[config.mk]
export PLATFORM = sky130hd
export DESIGN_NAME = mem_arbiter_flat
export DESIGN_NICKNAME = d
export VERILOG_FILES = /design/src/rtl/zed_mem_pkg.sv /design/src/rtl/mem_arbiter_if.sv /design/src/rtl/arb_starve_ctr.sv /design/src/rtl/mem_arbiter.sv /design/src/flat_wrapper.sv
export SDC_FILE = /design/constraint.sdc
export NUM_CORES = 1
export LEC_CHECK = 0
export CORE_MARGIN = 4
export CORE_UTILIZATION = 37
export DETAILED_ROUTE_END_ITERATION = 10
export GPL_ROUTABILITY_DRIVEN = 0
export PLACE_DENSITY_LB_ADDON = 0.1
export SETUP_SLACK_MARGIN = 0.1
export SYNTH_ARGS = -nofsm -noshare
export SYNTH_HDL_FRONTEND = slang
export SYNTH_SLANG_ARGS = --single-unit
[constraint.sdc]
create_clock -name clk -period 2.9 [get_ports clk]
set_input_delay 0.58 -clock clk [delete_from_list [all_inputs] [get_ports clk]]
set_output_delay 0.58 -clock clk [all_outputs]
set_load 0.05 [all_outputs]
[src/rtl/zed_mem_pkg.sv]
// Shared definitions for the memory arbiter: FSM state encoding, read-return
// owner tags and default bus widths.
package zed_mem_pkg;

   localparam int ADDRWIDTH_DEF = 16;
   localparam int DATAWIDTH_DEF = 8;

   typedef enum logic [1:0] {
      IDLE = 2'd0,
      CPU  = 2'd1,
      DMA  = 2'd2,
      LOCK = 2'd3
   } arb_state_e;

   typedef enum logic [1:0] {
      OWN_NONE = 2'd0,
      OWN_CPU  = 2'd1,
      OWN_DMA  = 2'd2
   } owner_e;

endpackage

[src/rtl/mem_arbiter_if.sv]
// Bus bundle between the arbiter, its two requesters (CPU, DMA loader) and SRAM port A.
interface mem_arbiter_if #(
   parameter int ADDRWIDTH = 16,
   parameter int DATAWIDTH = 8
);
   logic                 cpu_req;
   logic                 cpu_we;
   logic [ADDRWIDTH-1:0] cpu_addr;
   logic [DATAWIDTH-1:0] cpu_wdata;
   logic                 cpu_rdy;
   logic [DATAWIDTH-1:0] cpu_rdata;
   logic                 cpu_rvalid;

   logic                 dma_req;
   logic                 dma_we;
   logic [ADDRWIDTH-1:0] dma_addr;
   logic [DATAWIDTH-1:0] dma_wdata;
   logic                 dma_hold;
   logic                 dma_gnt;
   logic [DATAWIDTH-1:0] dma_rdata;
   logic                 dma_rvalid;

   logic                 mem_we;
   logic [ADDRWIDTH-1:0] mem_addr;
   logic [DATAWIDTH-1:0] mem_wdata;
   logic [DATAWIDTH-1:0] mem_rdata;

   modport slave (
      input  cpu_req, cpu_we, cpu_addr, cpu_wdata,
      input  dma_req, dma_we, dma_addr, dma_wdata, dma_hold,
      input  mem_rdata,
      output cpu_rdy, cpu_rdata, cpu_rvalid,
      output dma_gnt, dma_rdata, dma_rvalid,
      output mem_we, mem_addr, mem_wdata
   );

   modport master (
      output cpu_req, cpu_we, cpu_addr, cpu_wdata,
      output dma_req, dma_we, dma_addr, dma_wdata, dma_hold,
      output mem_rdata,
      input  cpu_rdy, cpu_rdata, cpu_rvalid,
      input  dma_gnt, dma_rdata, dma_rvalid,
      input  mem_we, mem_addr, mem_wdata
   );
endinterface

[src/rtl/arb_starve_ctr.sv]
// Saturating count of consecutive cycles the DMA port has been kept waiting.
module arb_starve_ctr #(
   parameter int STARVE_MAX = 8
) (
   input  logic       clk,
   input  logic       nRst,
   input  logic       inc,
   input  logic       clr,
   output logic [7:0] cnt
);
   localparam logic [7:0] MAX_C = 8'(STARVE_MAX);

   logic [7:0] cnt_q, cnt_d;

   always_comb begin
      cnt_d = cnt_q;
      if (clr)
         cnt_d = '0;
      else if (inc && (cnt_q != MAX_C))
         cnt_d = cnt_q + 8'd1;
   end

   always_ff @(posedge clk or negedge nRst) begin
      if (!nRst) cnt_q <= '0;
      else       cnt_q <= cnt_d;
   end

   assign cnt = cnt_q;

endmodule

[src/rtl/mem_arbiter.sv]
// Two-port (CPU / DMA loader) arbiter for a single SRAM port with starvation
// guard, DMA bus lock and a two-stage read-return pipeline.
//
//   state | meaning
//   IDLE  | no access accepted last cycle
//   CPU   | last accepted access was the CPU's
//   DMA   | last accepted access was the DMA's (no lock)
//   LOCK  | DMA holds the bus; CPU stalled until dma_hold drops
module mem_arbiter
   import zed_mem_pkg::*;
#(
   parameter int ADDRWIDTH  = ADDRWIDTH_DEF,
   parameter int DATAWIDTH  = DATAWIDTH_DEF,
   parameter int STARVE_MAX = 8
) (
   input  logic         clk,
   input  logic         nRst,
   mem_arbiter_if.slave bus
);
   arb_state_e           state_q, state_d;
   logic [7:0]           starve_cnt;
   logic                 starve_sat;
   logic                 dma_win;
   logic                 cpu_gnt;
   logic                 dma_gnt;
   logic                 cpu_rdy;

   logic                 mem_we_q, mem_we_d;
   logic [ADDRWIDTH-1:0] mem_addr_q, mem_addr_d;
   logic [DATAWIDTH-1:0] mem_wdata_q, mem_wdata_d;
   owner_e               tag1_q, tag1_d;
   owner_e               tag2_q, tag2_d;
   logic [DATAWIDTH-1:0] cpu_rdata_q, cpu_rdata_d;
   logic [DATAWIDTH-1:0] dma_rdata_q, dma_rdata_d;

   assign starve_sat = (starve_cnt == 8'(STARVE_MAX));

   arb_starve_ctr #(.STARVE_MAX(STARVE_MAX)) u_starve (
      .clk  (clk),
      .nRst (nRst),
      .inc  (bus.dma_req & ~dma_gnt),
      .clr  (~bus.dma_req | dma_gnt),
      .cnt  (starve_cnt)
   );

   // grants are purely combinational so the CPU sees Rdy in the request cycle
   always_comb begin
      state_d = state_q;
      cpu_gnt = 1'b0;
      dma_gnt = 1'b0;
      cpu_rdy = 1'b0;
      dma_win = bus.dma_req && starve_sat;
      if (nRst) begin
         if (state_q == LOCK) begin
            dma_gnt = bus.dma_req;
            if (!bus.dma_hold) state_d = IDLE;
         end else begin
            cpu_gnt = bus.cpu_req && !dma_win;
            dma_gnt = bus.dma_req && (dma_win || !bus.cpu_req);
            cpu_rdy = !bus.cpu_req || cpu_gnt;
            if (cpu_gnt)      state_d = CPU;
            else if (dma_gnt) state_d = bus.dma_hold ? LOCK : DMA;
            else              state_d = IDLE;
         end
      end
   end

   always_comb begin
      mem_we_d    = 1'b0;
      mem_addr_d  = mem_addr_q;
      mem_wdata_d = mem_wdata_q;
      tag1_d      = OWN_NONE;
      if (cpu_gnt) begin
         mem_we_d    = bus.cpu_we;
         mem_addr_d  = bus.cpu_addr;
         mem_wdata_d = bus.cpu_wdata;
         tag1_d      = bus.cpu_we ? OWN_NONE : OWN_CPU;
      end else if (dma_gnt) begin
         mem_we_d    = bus.dma_we;
         mem_addr_d  = bus.dma_addr;
         mem_wdata_d = bus.dma_wdata;
         tag1_d      = bus.dma_we ? OWN_NONE : OWN_DMA;
      end
      tag2_d      = tag1_q;
      cpu_rdata_d = (tag2_q == OWN_CPU) ? bus.mem_rdata : cpu_rdata_q;
      dma_rdata_d = (tag2_q == OWN_DMA) ? bus.mem_rdata : dma_rdata_q;
   end

   always_ff @(posedge clk or negedge nRst) begin
      if (!nRst) begin
         state_q     <= IDLE;
         mem_we_q    <= 1'b0;
         mem_addr_q  <= '0;
         mem_wdata_q <= '0;
         tag1_q      <= OWN_NONE;
         tag2_q      <= OWN_NONE;
         cpu_rdata_q <= '0;
         dma_rdata_q <= '0;
      end else begin
         state_q     <= state_d;
         mem_we_q    <= mem_we_d;
         mem_addr_q  <= mem_addr_d;
         mem_wdata_q <= mem_wdata_d;
         tag1_q      <= tag1_d;
         tag2_q      <= tag2_d;
         cpu_rdata_q <= cpu_rdata_d;
         dma_rdata_q <= dma_rdata_d;
      end
   end

   // returning read data passes straight through; the idle port keeps its last value
   assign bus.cpu_rdy    = cpu_rdy;
   assign bus.dma_gnt    = dma_gnt;
   assign bus.cpu_rvalid = (tag2_q == OWN_CPU);
   assign bus.dma_rvalid = (tag2_q == OWN_DMA);
   assign bus.cpu_rdata  = (tag2_q == OWN_CPU) ? bus.mem_rdata : cpu_rdata_q;
   assign bus.dma_rdata  = (tag2_q == OWN_DMA) ? bus.mem_rdata : dma_rdata_q;
   assign bus.mem_we     = mem_we_q;
   assign bus.mem_addr   = mem_addr_q;
   assign bus.mem_wdata  = mem_wdata_q;

endmodule

[src/flat_wrapper.sv]
// flat-port wrapper written by rule: the top's interface ports become plain ports
module mem_arbiter_flat import zed_mem_pkg::*;
#(
   parameter int ADDRWIDTH  = ADDRWIDTH_DEF,
   parameter int DATAWIDTH  = DATAWIDTH_DEF,
   parameter int STARVE_MAX = 8
)
  (clk, nRst, bus_cpu_req, bus_cpu_we, bus_cpu_addr, bus_cpu_wdata, bus_dma_req, bus_dma_we, bus_dma_addr, bus_dma_wdata, bus_dma_hold, bus_mem_rdata, bus_cpu_rdy, bus_cpu_rdata, bus_cpu_rvalid, bus_dma_gnt, bus_dma_rdata, bus_dma_rvalid, bus_mem_we, bus_mem_addr, bus_mem_wdata);
  mem_arbiter_if #(.ADDRWIDTH(ADDRWIDTH), .DATAWIDTH(DATAWIDTH)) bus_i ();
  input  logic clk;
  input  logic nRst;
  input wire logic [$bits(bus_i.cpu_req)-1:0] bus_cpu_req;
  input wire logic [$bits(bus_i.cpu_we)-1:0] bus_cpu_we;
  input wire logic [$bits(bus_i.cpu_addr)-1:0] bus_cpu_addr;
  input wire logic [$bits(bus_i.cpu_wdata)-1:0] bus_cpu_wdata;
  input wire logic [$bits(bus_i.dma_req)-1:0] bus_dma_req;
  input wire logic [$bits(bus_i.dma_we)-1:0] bus_dma_we;
  input wire logic [$bits(bus_i.dma_addr)-1:0] bus_dma_addr;
  input wire logic [$bits(bus_i.dma_wdata)-1:0] bus_dma_wdata;
  input wire logic [$bits(bus_i.dma_hold)-1:0] bus_dma_hold;
  input wire logic [$bits(bus_i.mem_rdata)-1:0] bus_mem_rdata;
  output wire logic [$bits(bus_i.cpu_rdy)-1:0] bus_cpu_rdy;
  output wire logic [$bits(bus_i.cpu_rdata)-1:0] bus_cpu_rdata;
  output wire logic [$bits(bus_i.cpu_rvalid)-1:0] bus_cpu_rvalid;
  output wire logic [$bits(bus_i.dma_gnt)-1:0] bus_dma_gnt;
  output wire logic [$bits(bus_i.dma_rdata)-1:0] bus_dma_rdata;
  output wire logic [$bits(bus_i.dma_rvalid)-1:0] bus_dma_rvalid;
  output wire logic [$bits(bus_i.mem_we)-1:0] bus_mem_we;
  output wire logic [$bits(bus_i.mem_addr)-1:0] bus_mem_addr;
  output wire logic [$bits(bus_i.mem_wdata)-1:0] bus_mem_wdata;
  assign bus_i.cpu_req = bus_cpu_req;
  assign bus_i.cpu_we = bus_cpu_we;
  assign bus_i.cpu_addr = bus_cpu_addr;
  assign bus_i.cpu_wdata = bus_cpu_wdata;
  assign bus_i.dma_req = bus_dma_req;
  assign bus_i.dma_we = bus_dma_we;
  assign bus_i.dma_addr = bus_dma_addr;
  assign bus_i.dma_wdata = bus_dma_wdata;
  assign bus_i.dma_hold = bus_dma_hold;
  assign bus_i.mem_rdata = bus_mem_rdata;
  assign bus_cpu_rdy = bus_i.cpu_rdy;
  assign bus_cpu_rdata = bus_i.cpu_rdata;
  assign bus_cpu_rvalid = bus_i.cpu_rvalid;
  assign bus_dma_gnt = bus_i.dma_gnt;
  assign bus_dma_rdata = bus_i.dma_rdata;
  assign bus_dma_rvalid = bus_i.dma_rvalid;
  assign bus_mem_we = bus_i.mem_we;
  assign bus_mem_addr = bus_i.mem_addr;
  assign bus_mem_wdata = bus_i.mem_wdata;
  mem_arbiter #(.ADDRWIDTH(ADDRWIDTH), .DATAWIDTH(DATAWIDTH), .STARVE_MAX(STARVE_MAX)) u_core (.clk(clk), .nRst(nRst), .bus(bus_i));
endmodule
==> results of run 1 <==
[per-layer routing]
metal	global-route usage, %	vias to the layer above	routed length [um]
li1	-	932	-
met1	19.0	947	2710
met2	25.6	75	3190
met3	4.26	5	493
met4	3.66	0	28
met5	0	-	0
[metrics by stage]
stage | area, sq um | hold WS [ns] | setup WS [ns]
6_report | 3910 | 0.138 | 0.243
2_1_floorplan | 2680 | 0.284 | 0.124
4_1_cts | 3910 | 0.129 | 0.212
3_5_place_dp | 3820 | 0.336 | 0.416
3_3_place_gp | 3820 | 0.333 | 0.426
5_1_grt | 3910 | 0.121 | 0.112
[state kept, by name (all words and copies together), names as in the netlist]
signal / count
u_core.cpu_rdata_q: 8
u_core.state_q: 2
u_core.tag2_q: 2
u_core.bus.mem_addr: 16
u_core.tag1_q: 2
u_core.bus.mem_we: 1
u_core.dma_rdata_q: 8
u_core.bus.mem_wdata: 8
u_core.u_starve.cnt: 8
[path summary, 6_finish.rpt]
check / startpoint / end / slack [ns]
setup / recovery: u_core.u_starve.cnt[4] / bus_dma_gnt / 0.24
hold / removal: nRst / u_core.bus.mem_addr[4] / 0.14
setup reg to reg: u_core.u_starve.cnt[4] / u_core.bus.mem_addr[1] / 0.82
hold reg to reg: u_core.tag1_q[0] / u_core.tag2_q[0] / 0.35
max in group asynchronous: nRst / u_core.cpu_rdata_q[4] / 1.66
min in group clk: u_core.tag1_q[0] / u_core.tag2_q[0] / 0.35
[critical path, delay by kind of cell, from the launching register on]
family	cells	cell delay, ns
and+or+nand+nor	2	0.91
DFF	1	0.45
AOI/OAI and AO/OA	1	0.23
buffers and inverters	1	0.18
[cell usage in the layout, fill, tap and decap left out, types with 2 or more instances in the layout]
master           instances
dfrtp_1                 55
or3_1                    3
a221oi_1                 6
nor2b_1                  3
nor3_1                   2
nor2_1                   2
buf_4                   26
mux2_4                  18
ha_1                     2
xor2_1                   2
clkbuf_8                 5
a21oi_1                  2
nand2b_1                 4
o21ai_0                  7
mux2_2                  46
clkdlybuf4s50_1         88
nand2_1                  4
inv_1                    5
a211oi_1                 2
nand3_1                  4
[cell families (layout without fill, tap and decap cells)]
logic type	count (synthesis)	after routing
multiplexers	64	64
flip-flops	55	55
AND/OR/NAND/NOR	30	30
AO/OA/AOI/OAI	25	25
buffers and inverters	17	130
adder cells (fa/ha/maj)	2	2
XOR/XNOR	2	2
[final cells by class]
type                    count  area (sq um)
well taps                  96           120
clock buffers               6          72.6
inverters                   6          22.5
multi-input cells         123          1200
repair buffers            116          1100
flip-flops and latches     55          1380
fillers                   637          3000
clock inverters             2          16.3
[where the power goes]
group	switching, mW	leakage [nW]	total, mW	internal (mW)
Combinational	0.621	0.964	1.06	0.436
Clock	0.262	0.0418	0.436	0.174
Sequential	0.0469	0.671	0.935	0.888
==> results.sh, run 1 <==
export IMPL_reg2reg_depth=4
export IMPL_antenna_found_initial=0
export IMPL_vias_per_cell=4.85
export IMPL_synth_common_cells="dfrtp_1, mux2_2, mux2_4"
export IMPL_critical_path_class="flip-flop to output pin"
export IMPL_synth_compound_area_share_pct=7.18
export IMPL_min_period_ns=2.66
export IMPL_placed_cells=396
export IMPL_timing_final_hold_violations=0
export IMPL_dr_pass1_iters=4
export IMPL_num_nets_final=372
export IMPL_ys_flop_type="dfrtp_1"
export IMPL_synth_area_leaders="dfrtp_1, mux2_2, mux2_4"
export IMPL_num_vias=1959
export IMPL_rsz0062_at_grt="no"
export IMPL_chipWidth_um=93.2
export IMPL_ys_seq_elements=55
export IMPL_grt_pass1_wl_mm=10.4
export IMPL_peakVddDrop_mv=0.270
export IMPL_routedWlPerCell_um=15.9
export IMPL_antenna_left=0
export IMPL_hold_buffers=0
export IMPL_finalSetupViolations=0
export IMPL_pin_count=108
export IMPL_synth_top_area_share_pct=51.3
export IMPL_start_util_pct=38.9
export IMPL_cellLeakagePower_nw=1.68
export IMPL_hold_path_class="primary input to async pin"
export IMPL_post_cts_resized=0
export IMPL_finalCritPeriodShare_pct=91.6
export IMPL_detail_route_iter0_violations=42
export IMPL_fin_skew_ns=0.00635
export IMPL_syn_area_sq_um=2680
export IMPL_core_sq_um=6910
export IMPL_htree_levels=2
export IMPL_port_buffer_count=107
export IMPL_synth_edf_count=0
export IMPL_areaGrowthSynthToFinish_pct=45.7
export IMPL_cpPeakStageDelay_ns=0.62
export IMPL_dp_hpwl_mm=4.89
export IMPL_slew_headroom_pct=52.8
export IMPL_yosys_warnings=0
export IMPL_grt_usage_pct=15.1
export IMPL_overflow=0
export IMPL_drt_wl_total_mm=6.42
export IMPL_clockBufferDepth=2
export IMPL_synthXorXnorAreaFrac_pct=0.653
export IMPL_yosysMostFrequentCell="dfrtp_1"
export IMPL_cts_root_buf="clkbuf_8"
export IMPL_yosys_area_share_simple_pct=6.62
export IMPL_fp_row_count=30
export IMPL_ys_seq_area_share_pct=51.3
export IMPL_syn_nets=260
export IMPL_cts_setup_buffers=0
export IMPL_yosys_mux_area_fraction_pct=29.4
export IMPL_grt_pass1_vias=2076
export IMPL_end_kind="output pin"
export IMPL_fmaxAchievable_mhz=376
export IMPL_syn_area_per_cell_sq_um=13.8
export IMPL_outcome="finished clean"
export IMPL_grt_max_degree=34
export IMPL_numCtsBuffers=5
export IMPL_fin_cells=404
export IMPL_n_antenna_cell=0
export IMPL_cp_start_kind="flip-flop"
export IMPL_yosysUniqueCellTypes=38
export IMPL_worstMarginPinSlew_ns=0.701
export IMPL_crit_arrival_ns=2.08
export IMPL_path_max_fanout=7
export IMPL_drive_gt1_share_pct=33.4
export IMPL_cts_tree="built"
export IMPL_insertion_delay_ns=0.31
export IMPL_utilization_pct=56.6
export IMPL_die_area_sq_um=8680
export IMPL_critPathRequiredTime_ns=2.32
export IMPL_p_per_area_nw_per_um2=621
export IMPL_drv_cap=0
export IMPL_synth_top_family_by_area="multiplexers"
export IMPL_path_clk_slew_ns=0.10
export IMPL_yosys_area_top_type="dfrtp_1"
export IMPL_die_h_um=93.2
export IMPL_clkSinkCount=55
export IMPL_synth_fa_ha_area_share_pct=0.932
export IMPL_async_flop_share_pct=100
export IMPL_slowest_stage="or4_4"
export IMPL_setup_tns_ns=0
export IMPL_drc_errors=0
export IMPL_p_total_mw=2.43
export IMPL_syn_inst=195
export IMPL_path_cells="or4_4 -> o21ai_0 -> nor2b_1 -> buf_12"
export IMPL_drv_slew=0
No activity file was read; power rests on OpenSTA's default activity.
==> run 2: changes to the inputs <==
Settings changed: CORE_ASPECT_RATIO set to 1.4.
==> run 2 against run 1 <==
  * First-iteration DRC count is 88% higher
  * Non-clock buffer count is 2 higher
  * Design area is 0.58% higher
  * Worst hold slack worse by 0.035 ns
  * Largest power group unchanged
  * Combinational power hardly changed
  * Final cell count is 0.25% higher
  * Highest routed layer is now met5
  * Sequential cell count stayed put
  * Utilization is 0.65 points lower
  * Setup slack better by 0.0097 ns
==> results.sh, run 2 (synthesis results as in run 1) <==
export IMPL_outcome="finished clean"
export IMPL_cellLeakagePower_nw=1.70
export IMPL_p_int_mw=1.51
export IMPL_antenna_found_initial=1
export IMPL_clockBufferDepth=2
export IMPL_slew_headroom_pct=60.6
export IMPL_cts_tree="built"
export IMPL_num_nets_final=374
export IMPL_p_clk_share_pct=18.6
export IMPL_cts_root_buf="clkbuf_8"
export IMPL_seqPwrFrac_pct=38.1
export IMPL_path_clk_slew_ns=0.11
export IMPL_regToRegSetupSlack_ns=0.81
export IMPL_antenna_left=0
export IMPL_crit_arrival_ns=2.07
export IMPL_grt_usage_pct=15.2
export IMPL_vias_per_cell=4.90
export IMPL_n_antenna_cell=0
export IMPL_dr_pass1_iters=4
export IMPL_grt_max_degree=38
export IMPL_mostFrequentLayoutCell="clkdlybuf4s50_1"
export IMPL_path_max_fanout=7
export IMPL_drt_wl_total_mm=6.61
export IMPL_finalSetupViolations=0
export IMPL_grt_pass1_wl_mm=10.2
export IMPL_worstMarginPinSlew_ns=0.585
export IMPL_end_kind="output pin"
export IMPL_pin_count=108
export IMPL_post_cts_resized=0
export IMPL_p_per_area_nw_per_um2=624
export IMPL_numCtsBuffers=5
export IMPL_timing_final_hold_violations=0
export IMPL_critPathRequiredTime_ns=2.32
export IMPL_fillers=648
export IMPL_path_cells="or4_4 -> o21ai_0 -> nor2b_1 -> buf_12"
export IMPL_swShare_pct=38.6
export IMPL_min_period_ns=2.65
export IMPL_layout_common_cells="clkdlybuf4s50_1, dfrtp_1, mux2_2"
export IMPL_drv_cap=0
export IMPL_power_switching_mw=0.947
export IMPL_die_area_sq_um=8700
export IMPL_peakVddDrop_mv=0.278
export IMPL_hold_buffers=0
export IMPL_finalCritPeriodShare_pct=91.3
export IMPL_grt_pass1_vias=2059
export IMPL_largest_register_ffs=16
export IMPL_fmaxAchievable_mhz=378
export IMPL_htree_levels=2
export IMPL_cp_start_kind="flip-flop"
export IMPL_clkSinkCount=55
export IMPL_core_sq_um=7030
export IMPL_fp_row_count=36
export IMPL_routedWlPerCell_um=16.3
export IMPL_areaGrowthSynthToFinish_pct=46.5
export IMPL_fin_skew_ns=0.00705
export IMPL_start_util_pct=38.2
export IMPL_cpPeakStageDelay_ns=0.63
export IMPL_setup_tns_ns=0
export IMPL_dp_hpwl_mm=5.06
export IMPL_die_h_um=109
export IMPL_drv_slew=0
export IMPL_num_vias=1986
export IMPL_detail_route_iter0_violations=79
export IMPL_critical_path_class="flip-flop to output pin"
export IMPL_drc_errors=0
export IMPL_combinationalPowerShare_pct=43.3
export IMPL_port_buffer_count=107
export IMPL_placed_cell_area_sq_um=3830
export IMPL_slowest_stage="or4_4"
export IMPL_drive_gt1_share_pct=34.2
export IMPL_cts_setup_buffers=0
export IMPL_hold_path_class="primary input to async pin"
export IMPL_final_cell_area_sq_um=3930
export IMPL_rsz0062_at_grt="no"
export IMPL_chipWidth_um=80.0
export IMPL_overflow=0
export IMPL_insertion_delay_ns=0.31
==> run 2: cell types whose count changed in the layout (fill, tap and decap cells not counted), sizes merged <==
cell,previous run,this run
clkbuf,6,5
clkinv,1,3
buf,28,30
clkinvlp,1,0
==> run 2: path summary, 6_finish.rpt <==
check | start | to | cells past startpoint
worst max-delay path | u_core.u_starve.cnt[4] | bus_dma_gnt | 4
worst min-delay path | nRst | u_core.u_starve.cnt[0] | 1
worst max register to register | u_core.u_starve.cnt[4] | u_core.bus.mem_addr[1] | 4
worst min register to register | u_core.tag1_q[1] | u_core.tag2_q[1] | 0
max in group asynchronous | nRst | u_core.tag1_q[0] | 2
min in group clk | u_core.tag1_q[1] | u_core.tag2_q[1] | 0
==> run 2: area by class of cell <==
class / instances / area [sq um] / share of cell area (%)
Sequential cell: 55 / 1380 / 35.0
Multi-Input combinational cell: 123 / 1200 / 30.5
Timing Repair Buffer: 118 / 1120 / 28.4
Tap cell: 95 / 119 / 3.02
Clock buffer: 5 / 68.8 / 1.75
Clock inverter: 3 / 28.8 / 0.732
Inverter: 6 / 22.5 / 0.573
==> run 2: worst max-delay path: cells and delay by family, from the launching register on <==
| family | cells | cell delay, ns |
|---|---|---|
| buf+inv | 1 | 0.17 |
| simple gates | 2 | 0.88 |
| compound gates | 1 | 0.24 |
| flops | 1 | 0.47 |
==> run 2: power by group through the flow <==
stage,clock [mW],combinational (mW),sequential (mW)
6_report,0.457,1.06,0.935
5_1_grt,0.509,1.11,0.948
4_1_cts,0.481,1.07,0.937
3_5_place_dp,0,1.07,0.954
3_3_place_gp,0,1.07,0.946
2_1_floorplan,0,0.491,1.16
==> run 2: stage by stage <==
step | total power [mW] | utilization [%] | setup slack (ns) | instances | hold slack (ns)
4_1_cts | 2.49 | 56.0 | 0.232 | 405 | 0.0893
3_3_place_gp | 2.01 | 54.6 | 0.446 | 397 | 0.332
5_1_grt | 2.57 | 56.0 | 0.119 | 405 | 0.0863
3_5_place_dp | 2.02 | 54.6 | 0.444 | 397 | 0.336
2_1_floorplan | 1.65 | - | 0.124 | 195 | 0.284
6_report | 2.45 | 56.0 | 0.253 | 405 | 0.103
==> run 2: routing by layer <==
metal | track usage (%) | vias to the layer above | wire length (um)
li1 | - | 940 | -
met4 | 3.86 | 2 | 49
met2 | 27.7 | 58 | 3520
met5 | 0 | - | 11
met1 | 17.8 | 980 | 2700
met3 | 3.39 | 6 | 333
==> run 3: changes to the inputs <==
Settings changed: PLACE_DENSITY_LB_ADDON 0.1 to 0.08.
==> run 3 against run 2 <==
  * Total power is 1.0% lower
  * First-iteration DRC count is 39% higher
  * Design area is 0.35% lower
  * Utilization is 0.20 points lower
  * Clock-buffer cell count stayed put
  * Critical endpoint unchanged
  * Via count is 1.0% lower
  * Die area stayed put
  * Worst hold slack better by 0.035 ns
  * Setup slack worse by 0.054 ns
  * Sequential share of layout area is 0.12 points higher
==> results.sh, run 3 (synthesis results as in run 1) <==
export IMPL_dp_hpwl_mm=4.96
export IMPL_path_buf_inv=1
export IMPL_grt_usage_pct=15.3
export IMPL_routedWlPerCell_um=16.4
export IMPL_p_per_area_nw_per_um2=620
export IMPL_cp_depth=4
export IMPL_drt_wl_total_mm=6.60
export IMPL_pin_count=108
export IMPL_grt_max_degree=60
export IMPL_drive_gt1_share_pct=33.6
export IMPL_htree_levels=2
export IMPL_detail_route_iter0_violations=110
export IMPL_crit_arrival_ns=2.12
export IMPL_chipWidth_um=80.0
export IMPL_grt_pass1_vias=1995
export IMPL_utilization_pct=55.8
export IMPL_timing_final_hold_violations=0
export IMPL_drv_slew=0
export IMPL_port_buffer_count=107
export IMPL_path_max_fanout=7
export IMPL_clockBufferDepth=2
export IMPL_cp_start_kind="flip-flop"
export IMPL_fin_cells=402
export IMPL_worstMarginPinSlew_ns=0.714
export IMPL_hold_slack_ns=0.138
export IMPL_core_sq_um=7030
export IMPL_hold_path_class="primary input to async pin"
export IMPL_cpPeakStageDelay_ns=0.62
export IMPL_critPathTopFamily="simple AND/OR/NAND/NOR gates"
export IMPL_dr_pass1_iters=4
export IMPL_areaGrowthSynthToFinish_pct=46.0
export IMPL_vias_per_cell=4.89
export IMPL_cellLeakagePower_nw=1.68
export IMPL_die_area_sq_um=8700
export IMPL_drv_cap=0
export IMPL_insertion_delay_ns=0.31
export IMPL_endpoint="bus_dma_gnt"
export IMPL_end_kind="output pin"
export IMPL_grt_pass1_wl_mm=10.3
export IMPL_critical_path_class="flip-flop to output pin"
export IMPL_layout_common_cells="clkdlybuf4s50_1, dfrtp_1, mux2_2"
export IMPL_regToRegSetupSlack_ns=0.89
export IMPL_cts_root_buf="clkbuf_8"
export IMPL_num_vias=1966
export IMPL_antenna_found_initial=1
export IMPL_overflow=0
export IMPL_path_clk_slew_ns=0.10
export IMPL_setup_tns_ns=0
export IMPL_min_period_ns=2.70
export IMPL_largest_register_ffs=16
export IMPL_reg2reg_depth=4
export IMPL_outcome="finished clean"
export IMPL_critPathRequiredTime_ns=2.32
export IMPL_clkSinkCount=55
export IMPL_antenna_left=0
export IMPL_p_total_mw=2.43
export IMPL_rsz0062_at_grt="no"
export IMPL_hold_buffers=0
export IMPL_finalSetupViolations=0
export IMPL_start_util_pct=38.2
export IMPL_post_cts_resized=0
export IMPL_slowest_stage="or4_4"
export IMPL_die_h_um=109
export IMPL_drc_errors=0
export IMPL_cts_tree="built"
export IMPL_peakVddDrop_mv=0.233
export IMPL_cts_setup_buffers=0
export IMPL_n_antenna_cell=0
export IMPL_fin_skew_ns=0.0106
export IMPL_slew_headroom_pct=52.4
export IMPL_numCtsBuffers=5
export IMPL_placed_cells=394
export IMPL_fp_row_count=36
export IMPL_fmaxAchievable_mhz=370
export IMPL_startpoint="u_core.u_starve.cnt[4]"
export IMPL_num_nets_final=371
export IMPL_timing_rr_end="u_core.bus.mem_addr[0]"
export IMPL_mostFrequentLayoutCell="clkdlybuf4s50_1"
export IMPL_r2r_start="u_core.u_starve.cnt[4]"
export IMPL_finalCritPeriodShare_pct=93.1
export IMPL_path_cells="or4_4 -> o21ai_0 -> nor2b_1 -> buf_12"
[run 3: cell count changes in the layout (fill, tap and decap cells not counted), sizes merged]
cell and change:
buf -3, clkinvlp +1, inv -1
[run 3: final cells by class]
cell class	count	area (sq um)
Clock buffer	5	68.8
Timing Repair Buffer	115	1110
Inverter	6	22.5
Multi-Input combinational cell	123	1200
Sequential cell	55	1380
Tap cell	95	119
Clock inverter	3	25.0
Fill cell	655	3110
[run 3: metal layers]
layer	wire (um)	global-route usage, %
met4	45	3.62
met1	2460	16.9
met5	13	0
met3	365	3.64
met2	3720	29.1
[run 3: through the flow]
| stage | setup slack (ns) | instance area (sq um) |
|---|---|---|
| 2_1_floorplan | 0.124 | 2680 |
| 3_3_place_gp | 0.438 | 3820 |
| 3_5_place_dp | 0.420 | 3820 |
| 4_1_cts | 0.182 | 3920 |
| 5_1_grt | 0.101 | 3920 |
| 6_report | 0.199 | 3920 |
[run 3: how the worst min path moves through the flow]
stage | from | endpoint | slack [ns] | cells past startpoint
after floorplan | nRst | u_core.bus.mem_addr[0] | 0.28 | 0
after global placement | u_core.tag1_q[1] | u_core.tag2_q[1] | 0.33 | 0
after detailed placement | u_core.tag1_q[0] | u_core.tag2_q[0] | 0.33 | 0
after CTS | nRst | u_core.u_starve.cnt[1] | 0.12 | 1
after global routing | nRst | u_core.u_starve.cnt[1] | 0.13 | 1
final | nRst | u_core.u_starve.cnt[1] | 0.14 | 1
[run 3: power breakdown]
group / switching (mW) / internal, mW
Sequential: 0.0455 / 0.888
Clock: 0.259 / 0.173
Combinational: 0.624 / 0.438
Total: 0.929 / 1.50
